--- src/rtl/vga_sync_decoder.sv ---
// vga_sync_decoder
//   Receive-side VGA timing monitor. Samples active-low hsync/vsync on each
//   px_en_i strobe, locks onto the line/frame structure, reconstructs the
//   pixel position and flags any line or frame that breaks the expected
//   timing.
// Ports:
//   clk_i, rst_ni        clock, async active-low reset
//   px_en_i              pixel-rate strobe; nothing moves without it
//   hsync_i, vsync_i     active-low syncs
//   pixel_x_o/pixel_y_o  position of the last sample (0 unless locked)
//   visible_o            last sample is in the visible area while locked
//   locked_o             full horizontal + vertical lock
//   line_err_o           one-clock pulse on a horizontal violation
//   frame_err_o          one-clock pulse on a vertical violation
//   lock_loss_cnt_o      saturating count of LOCKED -> SEARCH drops
module vga_sync_decoder #(
    parameter int H_TOTAL      = 800,
    parameter int V_TOTAL      = 525,
    parameter int SCREEN_H_RES = 640,
    parameter int SCREEN_V_RES = 480,
    parameter int HSYNC_START  = 656,
    parameter int HSYNC_END    = 752,
    parameter int VSYNC_START  = 490,
    parameter int VSYNC_END    = 492,
    parameter int X_POS_W      = 10,
    parameter int Y_POS_W      = 10
) (
    input  logic               clk_i,
    input  logic               rst_ni,
    input  logic               px_en_i,
    input  logic               hsync_i,
    input  logic               vsync_i,
    output logic [X_POS_W-1:0] pixel_x_o,
    output logic [Y_POS_W-1:0] pixel_y_o,
    output logic               visible_o,
    output logic               locked_o,
    output logic               line_err_o,
    output logic               frame_err_o,
    output logic [7:0]         lock_loss_cnt_o
);

    typedef enum logic [1:0] {SEARCH, H_TRACK, V_TRACK, LOCKED} state_e;

    localparam logic [X_POS_W-1:0] H_LAST = X_POS_W'(H_TOTAL - 1);
    localparam logic [X_POS_W-1:0] H_VIS  = X_POS_W'(SCREEN_H_RES);
    localparam logic [X_POS_W-1:0] HS_S   = X_POS_W'(HSYNC_START);
    localparam logic [X_POS_W-1:0] HS_S1  = X_POS_W'(HSYNC_START + 1);
    localparam logic [X_POS_W-1:0] HS_E   = X_POS_W'(HSYNC_END);
    localparam logic [Y_POS_W-1:0] V_LAST = Y_POS_W'(V_TOTAL - 1);
    localparam logic [Y_POS_W-1:0] V_VIS  = Y_POS_W'(SCREEN_V_RES);
    localparam logic [Y_POS_W-1:0] VS_S   = Y_POS_W'(VSYNC_START);
    localparam logic [Y_POS_W-1:0] VS_S1  = Y_POS_W'(VSYNC_START + 1);
    localparam logic [Y_POS_W-1:0] VS_E   = Y_POS_W'(VSYNC_END);

    state_e               state_q, state_d;
    logic [X_POS_W-1:0]   h_cnt_q, h_cnt_d;
    logic [Y_POS_W-1:0]   v_cnt_q, v_cnt_d;
    logic                 hs_prev_q, hs_prev_d, vs_prev_q, vs_prev_d;
    logic [X_POS_W-1:0]   pixel_x_q, pixel_x_d;
    logic [Y_POS_W-1:0]   pixel_y_q, pixel_y_d;
    logic                 visible_q, visible_d;
    logic                 line_err_q, line_err_d, frame_err_q, frame_err_d;
    logic [7:0]           llc_q, llc_d;

    logic                 h_fall, h_rise, v_fall, v_rise, at_x0;
    logic                 l_err, f_err;
    logic [X_POS_W-1:0]   h_pos;
    logic [Y_POS_W-1:0]   v_pos;

    always_comb begin
        state_d     = state_q;
        h_cnt_d     = h_cnt_q;
        v_cnt_d     = v_cnt_q;
        hs_prev_d   = hs_prev_q;
        vs_prev_d   = vs_prev_q;
        pixel_x_d   = pixel_x_q;
        pixel_y_d   = pixel_y_q;
        visible_d   = visible_q;
        llc_d       = llc_q;
        line_err_d  = 1'b0;
        frame_err_d = 1'b0;

        h_fall = hs_prev_q & ~hsync_i;
        h_rise = ~hs_prev_q & hsync_i;
        v_fall = vs_prev_q & ~vsync_i;
        v_rise = ~vs_prev_q & vsync_i;
        at_x0  = (h_cnt_q == '0);
        l_err  = 1'b0;
        f_err  = 1'b0;

        // Position of the current sample: the prediction, except where an
        // acquiring edge pins it to the sync start.
        h_pos = h_cnt_q;
        v_pos = v_cnt_q;
        if (state_q == SEARCH && h_fall) h_pos = HS_S;
        if (state_q == H_TRACK && v_fall && at_x0) v_pos = VS_S;

        if (state_q != SEARCH) begin
            // A sync edge that fails to appear where predicted is as much a
            // violation as one that appears in the wrong place.
            l_err = (h_fall && h_cnt_q != HS_S) || (h_rise && h_cnt_q != HS_E) ||
                    (h_cnt_q == HS_S1 && hsync_i) || (h_cnt_q == HS_E && !hsync_i);
        end
        if (state_q == V_TRACK || state_q == LOCKED) begin
            f_err = (v_fall && !(at_x0 && v_cnt_q == VS_S)) ||
                    (v_rise && !(at_x0 && v_cnt_q == VS_E)) ||
                    (at_x0 && v_cnt_q == VS_S1 && vsync_i) ||
                    (at_x0 && v_cnt_q == VS_E && !vsync_i);
        end

        if (px_en_i) begin
            hs_prev_d   = hsync_i;
            vs_prev_d   = vsync_i;
            line_err_d  = l_err;
            frame_err_d = f_err;

            unique case (state_q)
                SEARCH:  if (h_fall) state_d = H_TRACK;
                H_TRACK: if (l_err) state_d = SEARCH;
                         else if (v_fall && at_x0) state_d = V_TRACK;
                // No error on a vsync fall means it landed on VSYNC_START.
                V_TRACK: if (l_err || f_err) state_d = SEARCH;
                         else if (v_fall) state_d = LOCKED;
                LOCKED:  if (l_err || f_err) begin
                             state_d = SEARCH;
                             if (llc_q != 8'hff) llc_d = llc_q + 8'd1;
                         end
                default: state_d = SEARCH;
            endcase

            if (state_d == SEARCH) begin
                h_cnt_d = '0;
                v_cnt_d = '0;
            end else if (h_pos == H_LAST) begin
                h_cnt_d = '0;
                v_cnt_d = (v_pos == V_LAST) ? '0 : v_pos + Y_POS_W'(1);
            end else begin
                h_cnt_d = h_pos + X_POS_W'(1);
                v_cnt_d = v_pos;
            end

            if (state_d == LOCKED) begin
                pixel_x_d = h_pos;
                pixel_y_d = v_pos;
                visible_d = (h_pos < H_VIS) && (v_pos < V_VIS);
            end else begin
                pixel_x_d = '0;
                pixel_y_d = '0;
                visible_d = 1'b0;
            end
        end
    end

    always_ff @(posedge clk_i or negedge rst_ni) begin
        if (!rst_ni) begin
            state_q     <= SEARCH;
            h_cnt_q     <= '0;
            v_cnt_q     <= '0;
            hs_prev_q   <= 1'b1;
            vs_prev_q   <= 1'b1;
            pixel_x_q   <= '0;
            pixel_y_q   <= '0;
            visible_q   <= 1'b0;
            line_err_q  <= 1'b0;
            frame_err_q <= 1'b0;
            llc_q       <= '0;
        end else begin
            state_q     <= state_d;
            h_cnt_q     <= h_cnt_d;
            v_cnt_q     <= v_cnt_d;
            hs_prev_q   <= hs_prev_d;
            vs_prev_q   <= vs_prev_d;
            pixel_x_q   <= pixel_x_d;
            pixel_y_q   <= pixel_y_d;
            visible_q   <= visible_d;
            line_err_q  <= line_err_d;
            frame_err_q <= frame_err_d;
            llc_q       <= llc_d;
        end
    end

    assign pixel_x_o       = pixel_x_q;
    assign pixel_y_o       = pixel_y_q;
    assign visible_o       = visible_q;
    assign locked_o        = (state_q == LOCKED);
    assign line_err_o      = line_err_q;
    assign frame_err_o     = frame_err_q;
    assign lock_loss_cnt_o = llc_q;

endmodule

--- config.mk ---
export PLATFORM = sky130hd
export DESIGN_NAME = vga_sync_decoder
export DESIGN_NICKNAME = d
export VERILOG_FILES = /design/src/rtl/vga_sync_decoder.sv
export SDC_FILE = /design/constraint.sdc
export NUM_CORES = 1
export LEC_CHECK = 0
export ABC_CLOCK_PERIOD_IN_PS = 4430
export CAP_MARGIN = 10
export CORE_MARGIN = 2
export CORE_UTILIZATION = 55
export CTS_CLUSTER_DIAMETER = 60
export CTS_CLUSTER_SIZE = 10
export DETAILED_ROUTE_END_ITERATION = 16
export GPL_TIMING_DRIVEN = 0
export PLACE_DENSITY = 0.79
export SLEW_MARGIN = 20
export SYNTH_ARGS = -nofsm -noshare
export SYNTH_HDL_FRONTEND = slang
export SYNTH_SLANG_ARGS = --single-unit
--- constraint.sdc ---
create_clock -name clk_i -period 4.43 [get_ports clk_i]
set_clock_uncertainty 0.2 [all_clocks]
set_input_delay 0.886 -clock clk_i [delete_from_list [all_inputs] [get_ports clk_i]]
set_output_delay 0.886 -clock clk_i [all_outputs]
set_load 0.1 [all_outputs]
Yosys cells after proc, flatten, opt, wreduce, memory -nomap -nowiden
Index checks and enable logic that the tools add are counted.
W data, S select, Z words.
Word-level totals
  register bits: 55
  word-level logic and storage cells: 93
  bits of input ports: 5
  output and inout port bits: 32
Cells by class
  reductions and logical operators: 33
  multiplexer cells: 22
  add/subtract/negate cells: 3
  bitwise gates (word level): 8
  magnitude comparators: 2
  equal/unequal tests: 14
Operators by type and width (count)
  $mux W10: 9
  $eq A10 B10 Y1 const B: 4
  $eq A10 B9 Y1 const B: 3
  $add A10 B1 Y10 const B: 2
  $ne A10 B10 Y1 const B: 2
  $logic_and A1 B1 Y1: 16
  $mux W2: 7
  $logic_not A10 Y1: 1
  $lt A10 B10 Y1 const B: 1
  $lt A10 B9 Y1 const B: 1
  $add A8 B1 Y8 const B: 1
  $logic_or A1 B1 Y1: 8
  $ne A8 B8 Y1 const B: 1
  $pmux W2 S4: 1
  $eq A2 B2 Y1 const B: 3
  $mux W1: 5
  $and A1 B1 Y1: 4
  $logic_not A1 Y1: 4
  $logic_not A2 Y1: 2
  $not A1 Y1: 4
  $reduce_and A4 Y1: 1
  $eq A2 B1 Y1 const B: 1
  $reduce_bool A2 Y1: 1

Logic depth before layout (Yosys ltp)
  word-level depth: 14
  mapped depth: 15
  depth with buffers taken out: 12

Worst setup path after synthesis
No wires, ideal clock.
  path type: input-to-reg
  from: input port hsync_i
  to: register v_cnt_q[4]
  stages on the path: 15
  data arrival time: 3.582 ns
  setup time: 0.069 ns
  required time: 4.161 ns
  slack: 0.579 ns
  path buffers: 3
  cell sequence: buf_2 or4b_2 buf_2 nand2_1 inv_1 ha_1 nand4_1 nor2_1 and4b_1 buf_2 and3_1 nand3_2 o21ai_4 or4_1 nand3_1
On the way
  word-level cells in the longest chain between the ends: 13
  elaborated cells between the ends (all ways): 25
  those cells by class: 1 x eq/ne; 10 x mux; 3 x bitwise; 11 x reduce/logical
Ends and longest elaborated chain
  start: declaration: RTL line 31  | input logic hsync_i,
  $not A1 Y1: RTL line 83  | h_fall = hs_prev_q & ~hsync_i;
  $and A1 B1 Y1: RTL line 83
  $logic_and A1 B1 Y1: RTL line 101  | l_err = (h_fall && h_cnt_q != HS_S) || (h_rise && h_cnt_q != HS_E) ||
  $logic_or A1 B1 Y1 (2 in series): RTL line 101
  $logic_or A1 B1 Y1: RTL line 102  | (h_cnt_q == HS_S1 && hsync_i) || (h_cnt_q == HS_E && !hsync_i);
  $mux W1: RTL line 98  | if (state_q != SEARCH) begin
  $logic_or A1 B1 Y1: RTL line 122, 124
  $mux W2 (on tied branches): RTL line 124, 122
  $pmux W2 S4: RTL line 117  | unique case (state_q)
  $mux W2: RTL line 111  | if (px_en_i) begin
  $logic_not A2 Y1: RTL line 131  | if (state_d == SEARCH) begin
  $mux W10 *: RTL line 131
  end signal: assignment: RTL line 170  | v_cnt_q <= v_cnt_d;
  end: declaration: RTL line 57  | logic [Y_POS_W-1:0] v_cnt_q, v_cnt_d;
Mark *: on every way between the ends. The rest lies on a longest branch, timed or not. The select of a mux whose other input is x is not followed.
A chain may end at the register's enable or synchronous reset.

Worst setup path after layout
Same ends and word-level chain as after synthesis.

==> run summary <==
The run finished with clean final reports. The total length of routed wires came out at 7560 um. The summed instance area of the synthesized netlist is 0.00304 mm2.

The worst setup path is launched from an input pin. The worst register-to-register path has a setup slack of 0.61 ns. Of the total power, the share spent switching nets is 0.338. For this run, the leading register cell type out of synthesis is sky130_fd_sc_hd__dfrtp_1. The library cell with the largest summed area after synthesis is sky130_fd_sc_hd__dfrtp_1. In this run the static leakage power is 1.53 nW. Ranked by instance count, the synthesized netlist is headed by sky130_fd_sc_hd__dfrtp_1, sky130_fd_sc_hd__nand2_1, sky130_fd_sc_hd__nor2_1. The yosys synthesis warning count came out at 0.

The depth of the worst hold-timing path is 1. The antenna diode count is 0. The number of maximum-capacitance violations is 0.

The total area inside the core boundary comes to 0.00541 mm2. The layout overhead on the synthesized area came out at 17.1%. Counting cells, the worst reg-to-reg path comes to 15. The post-cts hold buffer count is 0. The endpoint class of the critical path is a flip-flop. The total of cells resized after clock tree synthesis is 0.

For hold timing, the worst endpoint is pixel_y_o[6]. The number of synthesized flops with an enable pin is 0. The number of clock sinks seen by CTS is 55. The gate count after technology mapping is 318.

The via count of the first global-routing pass came out at 2583. The detailed router finished its first iteration with 200 violations. Adding up every negative setup slack in the final design gives 0 ns. The relative slew slack came out at 0.325. The y dimension of the die is 78.3 um. The dominant combinational cell family by area after synthesis is simple AND/OR/NAND/NOR gates. The maximum level of the CTS H-tree is 2. The most common cell in the synthesized netlist is sky130_fd_sc_hd__dfrtp_1.

The maximum clock frequency came out at 0.261 GHz. The transition time at the pin with the least slew margin came out at 1.01 ns. The internal portion of the total power is 720 uW. The data arrival at the endpoint of the critical path came out at 3.88 ns.

After synthesis, the share of cell area in mux cells is 0.0144. The total power came out at 1.09 mW. Yosys attributes the largest share of cell area to sky130_fd_sc_hd__dfrtp_1, sky130_fd_sc_hd__a22o_1, sky130_fd_sc_hd__nand2_1. The number of buffers created by CTS came out at 5. In the final layout, the share of cells above drive strength 1 is 0.0859.

The die is 78.3 um wide. The post-detailed-route wirelength per cell came out at 17.5 um. The number of DRC violations after detailed routing is 0. The compound-gate portion of the synthesized area came out at 0.218. The number of placement rows is 27. The combinational share of power came out at 0.235.

The maximum fanout along the worst path is 10. Clock latency on the worst-skew pair, taken at its later pin, is 0.31 ns. Setup repair after global routing left no endpoint under its margin. The cell count after placement came out at 425. The final period demand of the worst path is 3.83 ns. The number of placed I/O pins came out at 37. For this run, the register share of the synthesized area comes to 0.454. Entering global routing, the biggest net connects 56 pins. The number of antenna violations at the first check in global routing came out at 0.

The number of buffers added for setup after CTS came out at 0. The number of detailed-routing iterations run before antenna repair is 5. The number of library cell types mapped by synthesis is 57. The area share of and/or/nand/nor cells after synthesis is 0.227. The buffer cell driving the clock tree root is sky130_fd_sc_hd__clkbuf_8. The worst-case IR drop observed on VDD is 0.181 mV. The worst setup path is of the input pin to flip-flop kind. The startpoint of the lowest-slack hold path is pixel_y_o[6]. The total global routing track utilization is 0.259. The TritonCTS clock tree is built. The worst register-to-register path ends at v_cnt_q[4]. The count of antenna-violating nets left after detailed routing is 0. The final count of pins violating max slew is 0. The die covers 0.00613 mm2.

In this run the power spent charging and discharging nets is 368 uW. The final layout contains 369 nets. The final cell count without fillers is 433. Clock-pin slew was measured on the worst setup and hold paths at 0.09 ns. Global routing finished with a remaining overflow of 0. The mean instance size in the synthesized netlist is 9.55 um2.

The number of port buffers came out at 35. The worst register-to-register path begins at state_q[1]. The endpoint required time on the critical path is 4.48 ns. The share of total power dissipated in sequential elements is 0.517.

The number of nets produced by synthesis came out at 327. The total count of hold-check failures in the final report was 0. The worst hold path belongs to the class flip-flop to flip-flop. The clock passes through at most 2 buffers. The top-area cell type share of the netlist area is 0.437. The proportion of power drawn by the clock network came out at 0.248. The placed wire-length estimate came out at 5300 um.

Dividing the detail-routed via count by the number of cells gives 6.12. The first-pass GRT wire length came out at 12400 um. The number of storage elements in the synthesis netlist came out at 55. The congestion estimate from routability-driven global placement came to 0.902. Of the total synthesized cell area, the portion taken by full adders, half adders and majority gates is 0.0165.

The fraction of the cycle the final worst path needs is 0.866. The starting density of the core came out at 0.562. The post-synthesis share of cell area spent on xor and xnor gates came out at 0.0231.

Counting flops with an async set or reset pin after synthesis yields a share of 1.00. The number of setup violations in the final report came out at 0. The number of vias in the routed layout came out at 2650. In this run the power density over the cells is 306 mW/mm2.
==> cells in the final DEF, fill, tap and decap left out, drive strengths merged, types with 2 or more instances in the layout <==
cell type / instances
a21o: 4
a21oi: 18
a22o: 14
a311oi: 2
a31o: 2
a31oi: 7
a32o: 2
a41o: 2
and2: 5
and3: 7
and4: 2
and4b: 2
buf: 7
clkbuf: 22
clkdlybuf4s50: 34
dfrtp: 53
dfstp: 2
ha: 4
inv: 14
mux2: 3
nand2: 29
nand3: 11
nand4: 11
nor2: 25
nor3: 8
nor3b: 2
nor4: 5
nor4bb: 3
o21a: 2
o21ai: 21
o2bb2ai: 10
o31ai: 2
or3: 2
or4: 3
xnor2: 6
xor2: 2
==> critical path: stages <==
cell and delay [ns]:
sky130_fd_sc_hd__buf_2 0.15, sky130_fd_sc_hd__or4b_2 0.60, sky130_fd_sc_hd__buf_2 0.20, sky130_fd_sc_hd__nand2_1 0.11, sky130_fd_sc_hd__inv_1 0.07, sky130_fd_sc_hd__ha_1 0.23
sky130_fd_sc_hd__nand4_1 0.15, sky130_fd_sc_hd__nor2_1 0.08, sky130_fd_sc_hd__and4b_1 0.24, sky130_fd_sc_hd__buf_2 0.16, sky130_fd_sc_hd__and3_1 0.20, sky130_fd_sc_hd__nand3_2 0.10
sky130_fd_sc_hd__o21ai_4 0.10, sky130_fd_sc_hd__or4_1 0.48, sky130_fd_sc_hd__nand3_1 0.11
==> flip-flops by register name, indices dropped and copies added, names as in the netlist <==
name             cells
hs_prev_q            1
frame_err_o          1
lock_loss_cnt_o      8
visible_o            1
h_cnt_q             10
v_cnt_q             10
pixel_x_o           10
vs_prev_q            1
state_q              2
pixel_y_o           10
line_err_o           1
==> how the worst max path moves through the flow <==
| stage | to | startpoint | cells after the start |
|---|---|---|---|
| after global routing | v_cnt_q[9] | state_q[1] | 15 |
| after global placement | v_cnt_q[4] | hsync_i | 15 |
| after floorplan | v_cnt_q[4] | hsync_i | 15 |
| final | v_cnt_q[4] | hsync_i | 15 |
| after detailed placement | v_cnt_q[4] | hsync_i | 15 |
| after CTS | v_cnt_q[4] | hsync_i | 15 |
==> layer usage <==
layer,part of all wire,global-route usage,vias to the layer above,wire [um]
met5,0,0,-,0
li1,-,-,1263,-
met1,0.44,0.358,1280,3340
met4,0.027,0.114,0,208
met3,0.050,0.0425,19,379
met2,0.48,0.405,88,3640
==> logic make-up (layout without fill, tap and decap cells) <==
| group | Yosys count | in the layout |
|---|---|---|
| buffers and inverters | 35 | 78 |
| adder cells (fa/ha/maj) | 4 | 4 |
| AO/OA/AOI/OAI | 92 | 92 |
| multiplexers | 4 | 4 |
| XOR/XNOR | 8 | 8 |
| flip-flops | 55 | 55 |
| AND/OR/NAND/NOR | 120 | 120 |
==> power by group through the flow <==
| stage | registers [mW] | logic (mW) | clock network [mW] |
|---|---|---|---|
| finish | 0.563 | 0.255 | 0.270 |
| global route | 0.567 | 0.278 | 0.294 |
| CTS | 0.562 | 0.253 | 0.280 |
| detailed placement | 0.572 | 0.252 | 0 |
| global placement | 0.571 | 0.247 | 0 |
| floorplan | 0.595 | 0.153 | 0 |
==> area by class of cell <==
cell class | count | area, um2
Clock buffer | 7 | 76.3
Sequential cell | 55 | 1380
Buffer | 21 | 88.8
Inverter | 14 | 52.6
Fill cell | 449 | 1850
Tap cell | 72 | 90.1
Clock inverter | 1 | 5.00
Multi-Input combinational cell | 228 | 1520
Timing Repair Buffer | 35 | 348
==> per-stage QoR <==
stage	setup slack (ns)	cell area [um2]	utilization	hold slack [ns]
3_5_place_dp	0.327	3470	0.643	0.280
4_1_cts	0.644	3550	0.658	0.302
6_report	0.595	3550	0.658	0.300
3_3_place_gp	0.312	3480	0.643	0.274
2_1_floorplan	0.579	3040	-	0.336
5_1_grt	0.390	3550	0.658	0.324
Power figures use the tool's default switching activity.
